[config.mk]
export PLATFORM = sky130hd
export DESIGN_NAME = rom_word_fetch
export DESIGN_NICKNAME = d
export VERILOG_FILES = /design/src/rtl/rom_word_fetch.sv
export SDC_FILE = /design/constraint.sdc
export NUM_CORES = 1
export LEC_CHECK = 0
export ABC_AREA = 1
export CORE_UTILIZATION = 47
export DETAILED_ROUTE_END_ITERATION = 10
export PLACE_DENSITY_LB_ADDON = 0.08
export SLEW_MARGIN = 5
export SYNTH_ARGS = -nofsm -noshare
export SYNTH_HDL_FRONTEND = slang
export SYNTH_SLANG_ARGS = --single-unit
[constraint.sdc]
create_clock -name clk -period 2.8 [get_ports clk]
set_clock_uncertainty 0.2 [all_clocks]
set_input_delay 0.56 -clock clk [delete_from_list [all_inputs] [get_ports clk]]
set_output_delay 0.56 -clock clk [all_outputs]
set_load 0.1 [all_outputs]
[src/rtl/rom_word_fetch.sv]
// Word-read bus slave that assembles a little-endian 32-bit word
// from four reads of an external combinational byte ROM.
module rom_word_fetch #(
  parameter int          ADDRESS_WIDTH = 8,
  parameter int          ROM_BYTES     = 136,
  parameter logic [7:0]  FILL_BYTE     = 8'h01,
  parameter int          WAIT_STATES   = 0,
  parameter logic [31:0] BASE_ADDR     = 32'h0000_0000
) (
  input  logic                     clk,
  input  logic                     resetn,
  input  logic                     mem_valid,
  input  logic [31:0]              mem_addr,
  output logic                     mem_ready,
  output logic [31:0]              mem_rdata,
  output logic                     mem_err,
  output logic [ADDRESS_WIDTH-1:0] rom_addr,
  input  logic [7:0]               rom_data
);

  typedef enum logic [1:0] {
    IDLE,
    FETCH,
    ERR,
    DONE
  } state_t;

  localparam logic [32:0] WIN_LO =
    {1'b0, BASE_ADDR};
  localparam logic [32:0] WIN_HI =
    WIN_LO + (33'd1 << ADDRESS_WIDTH);
  localparam logic [3:0] WAIT_LAST =
    4'(WAIT_STATES);

  state_t                   state_q, state_d;
  logic [1:0]               k_q, k_d;
  logic [3:0]               wait_q, wait_d;
  logic [ADDRESS_WIDTH-1:0] offset_q, offset_d;
  logic [ADDRESS_WIDTH-1:0] raddr_q, raddr_d;
  logic [31:0]              rdata_q, rdata_d;

  logic                     in_win;
  logic                     aligned;
  logic [ADDRESS_WIDTH-1:0] fetch_addr;
  logic [ADDRESS_WIDTH:0]   byte_pos;
  logic                     fill;
  logic [7:0]               byte_val;

  always_comb begin
    in_win  = ({1'b0, mem_addr} >= WIN_LO)
           && ({1'b0, mem_addr} < WIN_HI);
    aligned = (mem_addr[1:0] == 2'b00);
    fetch_addr = offset_q
               + ADDRESS_WIDTH'(k_q);
    // untruncated position, so a wrap past
    // the window top still counts as unpopulated
    byte_pos = {1'b0, offset_q}
             + (ADDRESS_WIDTH + 1)'(k_q);
    fill     = 33'(byte_pos) >= 33'(ROM_BYTES);
    byte_val = fill ? FILL_BYTE : rom_data;
  end

  assign rom_addr  = (state_q == FETCH)
                   ? fetch_addr : raddr_q;
  assign mem_ready = (state_q == ERR)
                  || (state_q == DONE);
  assign mem_err   = (state_q == ERR);
  assign mem_rdata = rdata_q;

  always_comb begin
    state_d  = state_q;
    k_d      = k_q;
    wait_d   = wait_q;
    offset_d = offset_q;
    raddr_d  = raddr_q;
    rdata_d  = rdata_q;
    unique case (state_q)
      IDLE: begin
        if (mem_valid) begin
          rdata_d = 32'h0;
          if (aligned && in_win) begin
            state_d  = FETCH;
            offset_d = ADDRESS_WIDTH'(
                         mem_addr - BASE_ADDR);
            k_d      = 2'd0;
            wait_d   = 4'd0;
          end else begin
            state_d = ERR;
          end
        end
      end
      FETCH: begin
        raddr_d = fetch_addr;
        if (!mem_valid) begin
          state_d = IDLE;
          k_d     = 2'd0;
          wait_d  = 4'd0;
        end else if (wait_q == WAIT_LAST) begin
          rdata_d[{k_q, 3'b000} +: 8] = byte_val;
          wait_d = 4'd0;
          k_d    = k_q + 2'd1;
          if (k_q == 2'd3) begin
            state_d = DONE;
          end
        end else begin
          wait_d = wait_q + 4'd1;
        end
      end
      ERR: begin
        state_d = IDLE;
      end
      DONE: begin
        state_d = IDLE;
      end
      default: begin
        state_d = IDLE;
      end
    endcase
  end

  always_ff @(posedge clk or negedge resetn) begin
    if (!resetn) begin
      state_q  <= IDLE;
      k_q      <= 2'd0;
      wait_q   <= 4'd0;
      offset_q <= '0;
      raddr_q  <= '0;
      rdata_q  <= 32'h0;
    end else begin
      state_q  <= state_d;
      k_q      <= k_d;
      wait_q   <= wait_d;
      offset_q <= offset_d;
      raddr_q  <= raddr_d;
      rdata_q  <= rdata_d;
    end
  end

endmodule
# Yosys cells after proc, flatten, opt, wreduce, memory -nomap -nowiden
# Cells that the tools add are included.
# classes
n_addsub,5
order_cmp,2
eq_ne,10
n_shift,2
mux,23
n_reduce_logical,12
# ops
operator,count
$mux W32,3
$pmux W32 S2,1
$bwmux W32,1
$lt A32 B9 Y1 const B,1
$shift A8 B7 Y32 const A,1
$shiftx A8 B7 Y32,1
$mux W2,9
$mux W4,4
$mux W8,2
$add A8 B2 Y9,1
$ge A9 B8 Y1 const B,1
$reduce_and A3 Y1,3
$add A8 B2 Y8,1
$pmux W4 S2,1
$reduce_and A4 Y1,2
$neg A5 Y7,1
$eq A2 B2 Y1 const B,3
$ne A2 B2 Y1 const B,3
$ne A3 B2 Y1 const B,2
$pmux W2 S3,1
$add A4 B1 Y4 const B,1
$logic_not A2 Y1,2
$logic_not A4 Y1,1
$pmux W2 S2,1
other kinds (7),7
# totals
register_bits,56
in_bits,43
output_inout_bits,42
elab_cells,60

# Longest topological paths before layout
# Gate-level depths: netlist (run 1).
# logic_depth
word_depth,8
mapped_depth,16
ltp_nobuf,15

# Worst setup path after synthesis (run 1)
# OpenSTA, ideal clock, no wires.
# synth_timing
path_kind,register to output
startpoint,reg k_q[0]
endpoint,out rom_addr[4]
arrival_time_ns,3.480
slack_ns,-1.440
path_stages_with_launch,9
path_cell_list,dfrtp_1 -> ha_1 -> inv_1 -> fa_1 -> inv_1 -> nand3_1 -> xnor2_1 -> inv_1 -> o21ai_0
# synth_between
elab_chain_cells,2
# synth_lines
element,line_no,rtl
"start, declared",36,"logic [1:0] k_q, k_d;"
"start signal, assigned",131,k_q <= k_d;
$add A8 B2 Y8,54,+ ADDRESS_WIDTH'(k_q);
$mux W8,--,
"end, declared",17,"output logic [ADDRESS_WIDTH-1:0] rom_addr,"
# Every way passes these cells.

# Worst setup path after layout (run 1)
# layout_timing
startpoint,reg offset_q[0]
endpoint,out rom_addr[4]
# layout_between
elab_chain_cells,2
# layout_lines
element,line_no,rtl
"start, declared",38,"logic [ADDRESS_WIDTH-1:0] offset_q, offset_d;"
"start signal, assigned",133,offset_q <= offset_d;
$add A8 B2 Y8,54,
$mux W8,--,
# Every way passes these cells.

==> results.sh, run 1 <==
export IMPL_outcome="complete, but fails checks"
export IMPL_violations="setup timing"
export IMPL_met2_length_um=3270
export IMPL_ys_seq_area_frac=0.497
export IMPL_drtAntennaViolNets=0
export IMPL_die_w_um=79.5
export IMPL_synth_seq_cells=56
export IMPL_finalWorstSetupSlack_ns=-0.00955
export IMPL_worst_r2r_cell_count=18
export IMPL_wl_per_cell_um=13.5
export IMPL_syn_nets=400
export IMPL_hold_path_class="input port to async pin"
export IMPL_slew_violations=0
export IMPL_vias=2686
export IMPL_reg2reg_slack_ns=0.03
export IMPL_grt_antenna_before_repair=0
export IMPL_fin_crit_sh=1.00
export IMPL_synth_area_um2=2820
export IMPL_dp_cells=501
export IMPL_synth_top_area_frac=0.497
export IMPL_r2r_end="mem_rdata[16]"
export IMPL_startpoint="offset_q[0]"
export IMPL_end_kind="output pin"
export IMPL_wirelength_um=7010
export IMPL_root_buffer="clkbuf_8"
export IMPL_viasPerCell=5.17
export IMPL_final_nets=499
export IMPL_post_place_ws_ns=0.250
export IMPL_max_freq_mhz=356
export IMPL_grt_usage=0.221
export IMPL_clock_latency_ns=0.30
export IMPL_layout_drive_gt1_share=0.237
export IMPL_cts_tree="built"
export IMPL_final_util=0.715
export IMPL_async_flop_share=1.00
export IMPL_synth_cell_types=31
export IMPL_stdcell_count=520
export IMPL_core_area_um2=5640
export IMPL_crit_required_ns=2.04
export IMPL_drc=0
export IMPL_dp_hpwl_um=5020
export IMPL_die_area_um2=6320
export IMPL_synth_main_ff_cell="dfrtp_1"
export IMPL_grt_pass1_vias=2443
export IMPL_routed_wl_met3_um=516
export IMPL_maxCapViolCount=0
export IMPL_place_congestion=0.885
export IMPL_cts_inserted_buffers=5
export IMPL_vdd_drop_max_uv=615
export IMPL_finalHoldViolations=0
export IMPL_rsz0062_at_grt="yes"
export IMPL_grt_max_degree=57
export IMPL_p_per_area_nw_per_um2=414
export IMPL_tightest_slew_ns=0.698
export IMPL_cts_htree_levels=2
export IMPL_grt_pass1_wl_um=11000
export IMPL_fp_dieH_um=79.5
export IMPL_cts_max_path_buffers=2
export IMPL_path_class="flop to output pin"
export IMPL_hold_ws_ns=0.167
export IMPL_clkTransAtPathRegs_ns=0.10
export IMPL_std_cell_rows=27
export IMPL_p_leak_uw=0.00203
export IMPL_synthTopCellsByArea="dfrtp_1 50%, nand2_1 12%, o21ai_0 5.5%"
export IMPL_met1_length_um=3160
export IMPL_setup_viol=1
export IMPL_maxUsedRoutingLayer="met4"
export IMPL_netlist_instances=348
export IMPL_n_antenna_cell=0
export IMPL_slew_headroom=0.535
export IMPL_synth_top_area_cell="dfrtp_1"
export IMPL_gr_total_overflow=0
export IMPL_drt_pre_antenna_iters=4
export IMPL_cts_sinks=56
export IMPL_ioPinCount=85
export IMPL_cp_endpoint="rom_addr[4]"
export IMPL_hold_buffers=0
export IMPL_synth_edf_count=0
export IMPL_drt_iter0_markers=171
export IMPL_setup_worst_path_start_class="flop"
export IMPL_cp_arrival_ns=2.05
export IMPL_r2r_start="offset_q[0]"
export IMPL_period_needed_ns=2.81
export IMPL_cp_max_fo=3
export IMPL_initial_core_util=0.500
export IMPL_io_buffer_count=84
export IMPL_postSynthAreaPerCell_um2=8.11
export IMPL_ys_warnings_count=0
export IMPL_area_growth_pct=42.9
report_power, final:
part | internal, uW | switching [uW] | total, uW | leakage, uW
sequential | 822 | 12.7 | 835 | 0.000776
clock | 175 | 262 | 437 | 0.0000479
combinational | 128 | 269 | 398 | 0.00121
stage by stage:
step                      setup TNS, ns  total power (uW)  area, um2
final                          -0.00955              1670       4030
after global routing             -0.635              1740       4030
after CTS                      -0.00254              1680       3940
after detailed placement              0              1250       3780
after global placement                0              1240       3780
after floorplan                  -0.128              1100       2860
synthesized netlist by cell type, types with 2 or more instances:
| master | instances |
|---|---|
| clkbuf_1 | 6 |
| nor2_1 | 33 |
| inv_2 | 3 |
| a21oi_1 | 2 |
| o21ai_0 | 31 |
| inv_1 | 32 |
| nor3_1 | 3 |
| o21ai_1 | 10 |
| buf_2 | 4 |
| nand3_2 | 4 |
| ha_1 | 8 |
| dfrtp_1 | 56 |
| a31oi_1 | 2 |
| nand4_1 | 13 |
| nor2_2 | 4 |
| nand3_1 | 30 |
| nand2_1 | 93 |
flip-flops by register name, indices dropped and copies added, names as in the netlist:
name       cells
k_q            2
mem_rdata     32
offset_q       8
raddr_q        8
state_q        2
wait_q         4
routing by layer:
| metal | track usage | vias to the layer above |
|---|---|---|
| li1 | - | 1326 |
| met1 | 0.301 | 1266 |
| met2 | 0.362 | 87 |
| met3 | 0.0491 | 7 |
| met4 | 0.0455 | 0 |
| met5 | 0 | - |
critical path, stage by stage, from the launching register on:
cell     delay, ns
dfrtp_1       0.36
ha_2          0.20
inv_2         0.04
fa_2          0.35
inv_4         0.10
nand3_2       0.07
xnor2_1       0.15
inv_1         0.09
o21ai_2       0.18
buf_12        0.20
how the worst min path moves through the flow:
| stage | start | endpoint | slack [ns] | cells past startpoint |
|---|---|---|---|---|
| 6_report | resetn | mem_rdata[16] | 0.17 | 2 |
| 5_1_grt | resetn | mem_rdata[4] | 0.23 | 2 |
| 4_1_cts | resetn | mem_rdata[29] | 0.20 | 2 |
| 3_5_place_dp | offset_q[0] | offset_q[0] | 0.26 | 2 |
| 3_3_place_gp | offset_q[0] | offset_q[0] | 0.25 | 2 |
| 2_1_floorplan | resetn | k_q[0] | 0.06 | 0 |
timing repair:
item / CTS / global route
buffers inserted: 7 / 4
hold endpoints to repair: 0 / 0
pin swaps: 6 / 8
gates resized for setup: 7 / 13
endpoints found under the setup margin: 2 / 22
cell usage in the layout (no fill, tap or decap), types with 2 or more instances in the layout:
cell type,n
nand2_1,89
dfrtp_1,56
buf_4,52
clkdlybuf4s50_1,41
nor2_1,32
inv_1,30
nand3_1,27
o21ai_0,27
nand4_1,13
o21ai_1,10
buf_12,8
ha_1,7
nand3_2,6
inv_2,5
o21ai_2,5
clkbuf_8,5
nand2_2,4
nor2_2,4
nor3_1,3
a21oi_1,2
clkinv_2,2
kinds of logic after synthesis:
group	synth area share
AO/OA/AOI/OAI	0.0905
XOR/XNOR	0.0120
adder cells (fa/ha/maj)	0.0426
buffers and inverters	0.0670
flip-flops	0.497
AND/OR/NAND/NOR	0.291
cell type report:
class / instances / area, um2
clock buffers: 5 / 68.8
clock inverters: 3 / 18.8
inverters: 36 / 138
well taps: 72 / 90.1
repair buffers: 103 / 977
flip-flops and latches: 56 / 1400
fillers: 437 / 1610
multi-input cells: 245 / 1340
(Power assumes the default switching activity.)
==> inputs of run 2 (changes only) <==
SETUP_SLACK_MARGIN = 0.02   (was unset)
==> results.sh, run 2 (synthesis results as in run 1) <==
export IMPL_period_needed_ns=2.81
export IMPL_grt_pass1_wl_um=11000
export IMPL_finalPower_uw=1670
export IMPL_slew_violations=0
export IMPL_final_util=0.715
export IMPL_r2r_start="k_q[0]"
export IMPL_place_congestion=0.885
export IMPL_largest_register_ffs=32
export IMPL_grt_pass1_vias=2443
export IMPL_std_cell_rows=27
export IMPL_cp_arrival_ns=2.05
export IMPL_wirelength_um=7060
export IMPL_dp_hpwl_um=5020
export IMPL_grt_max_degree=57
export IMPL_die_w_um=79.5
export IMPL_crit_required_ns=2.04
export IMPL_p_leak_uw=0.00204
export IMPL_layout_drive_gt1_share=0.232
export IMPL_vdd_drop_max_uv=693
export IMPL_fin_crit_sh=1.00
export IMPL_tightest_slew_ns=0.697
export IMPL_cts_tree="built"
export IMPL_drc=0
export IMPL_slew_headroom=0.535
export IMPL_wl_per_cell_um=13.6
export IMPL_hold_buffers=0
export IMPL_vias=2683
export IMPL_ioPinCount=85
export IMPL_drtAntennaViolNets=0
export IMPL_initial_core_util=0.500
export IMPL_violations="setup timing"
export IMPL_clkTransAtPathRegs_ns=0.09
export IMPL_post_place_ws_ns=0.250
export IMPL_max_freq_mhz=356
export IMPL_cts_max_path_buffers=2
export IMPL_drt_iter0_markers=181
export IMPL_hold_path_class="input port to async pin"
export IMPL_end_kind="output pin"
export IMPL_layout_commonest_cell="nand2_1"
export IMPL_root_buffer="clkbuf_8"
export IMPL_clock_latency_ns=0.30
export IMPL_grt_antenna_before_repair=0
export IMPL_gr_total_overflow=0
export IMPL_finalWorstSetupSlack_ns=-0.00952
export IMPL_setup_worst_path_start_class="flop"
export IMPL_rsz0062_at_grt="yes"
export IMPL_maxCapViolCount=0
export IMPL_outcome="complete, but fails checks"
export IMPL_drt_pre_antenna_iters=4
export IMPL_setup_viol=1
export IMPL_die_area_um2=6320
export IMPL_path_class="flop to output pin"
export IMPL_finalHoldViolations=0
export IMPL_io_buffer_count=84
export IMPL_core_area_um2=5640
export IMPL_startpoint="k_q[0]"
export IMPL_n_antenna_cell=0
export IMPL_p_per_area_nw_per_um2=413
export IMPL_viasPerCell=5.16
export IMPL_grt_usage=0.221
export IMPL_cts_sinks=56
export IMPL_fp_dieH_um=79.5
export IMPL_cts_htree_levels=2
export IMPL_cts_inserted_buffers=5
export IMPL_final_nets=499
export IMPL_cp_max_fo=3
export IMPL_area_growth_pct=43.0
export IMPL_layout_common_cells="89 x nand2_1, 56 x dfrtp_1, 51 x buf_4, 41 x clkdlybuf4s50_1, 32 x nor2_1"
run 2: path summary, 6_finish.rpt:
check                                endpoint  cells after the start  slack, ns
worst min register to register    offset_q[0]                      2       0.29
worst min-delay path            mem_rdata[16]                      2       0.18
min in group clk                  offset_q[0]                      2       0.29
worst max-delay path              rom_addr[4]                      9      -0.01
max in group asynchronous         offset_q[0]                      2       1.76
worst max register to register  mem_rdata[16]                     17       0.16
run 2: final cells by class:
type                       instances  area, um2
tap                               72       90.1
timing repair buffer             102        970
clock inverter                     3       18.8
fill                             437       1610
inverter                          36        138
sequential                        56       1400
clock buffer                       5       68.8
multi-input combinational        246       1350
run 2: repair_timing:
item / CTS / global route
resized for setup: 7 / 13
pin swaps: 6 / 11
setup endpoints to repair: 2 / 23
buffers inserted: 7 / 4
cloned: 0 / 1
run 2: where the power goes:
group | internal (uW) | switching, uW | total [uW]
clock network | 175 | 259 | 434
logic | 127 | 270 | 397
registers | 822 | 12.2 | 835
run 2: routing by layer:
metal	up-vias	share of wire	global-route usage
met5	-	0	0
met4	0	0.0084	0.0455
met3	6	0.077	0.0491
met2	90	0.47	0.362
met1	1260	0.44	0.301
li1	1327	-	-
run 2: through the flow:
| step | hold WS [ns] | cell area, um2 | setup TNS [ns] | instances |
|---|---|---|---|---|
| floorplan | 0.0644 | 2860 | -0.128 | 348 |
| global placement | 0.252 | 3780 | 0 | 501 |
| detailed placement | 0.260 | 3780 | 0 | 501 |
| CTS | 0.199 | 3940 | -0.00254 | 516 |
| global route | 0.238 | 4040 | -0.168 | 520 |
| finish | 0.183 | 4040 | -0.00952 | 520 |
run 2: worst max-delay path: stages (launching register included):
cell     delay [ns]
dfrtp_1        0.37
ha_2           0.19
inv_2          0.04
fa_2           0.35
inv_4          0.10
nand3_2        0.07
xnor2_1        0.16
inv_1          0.09
o21ai_2        0.19
buf_12         0.20
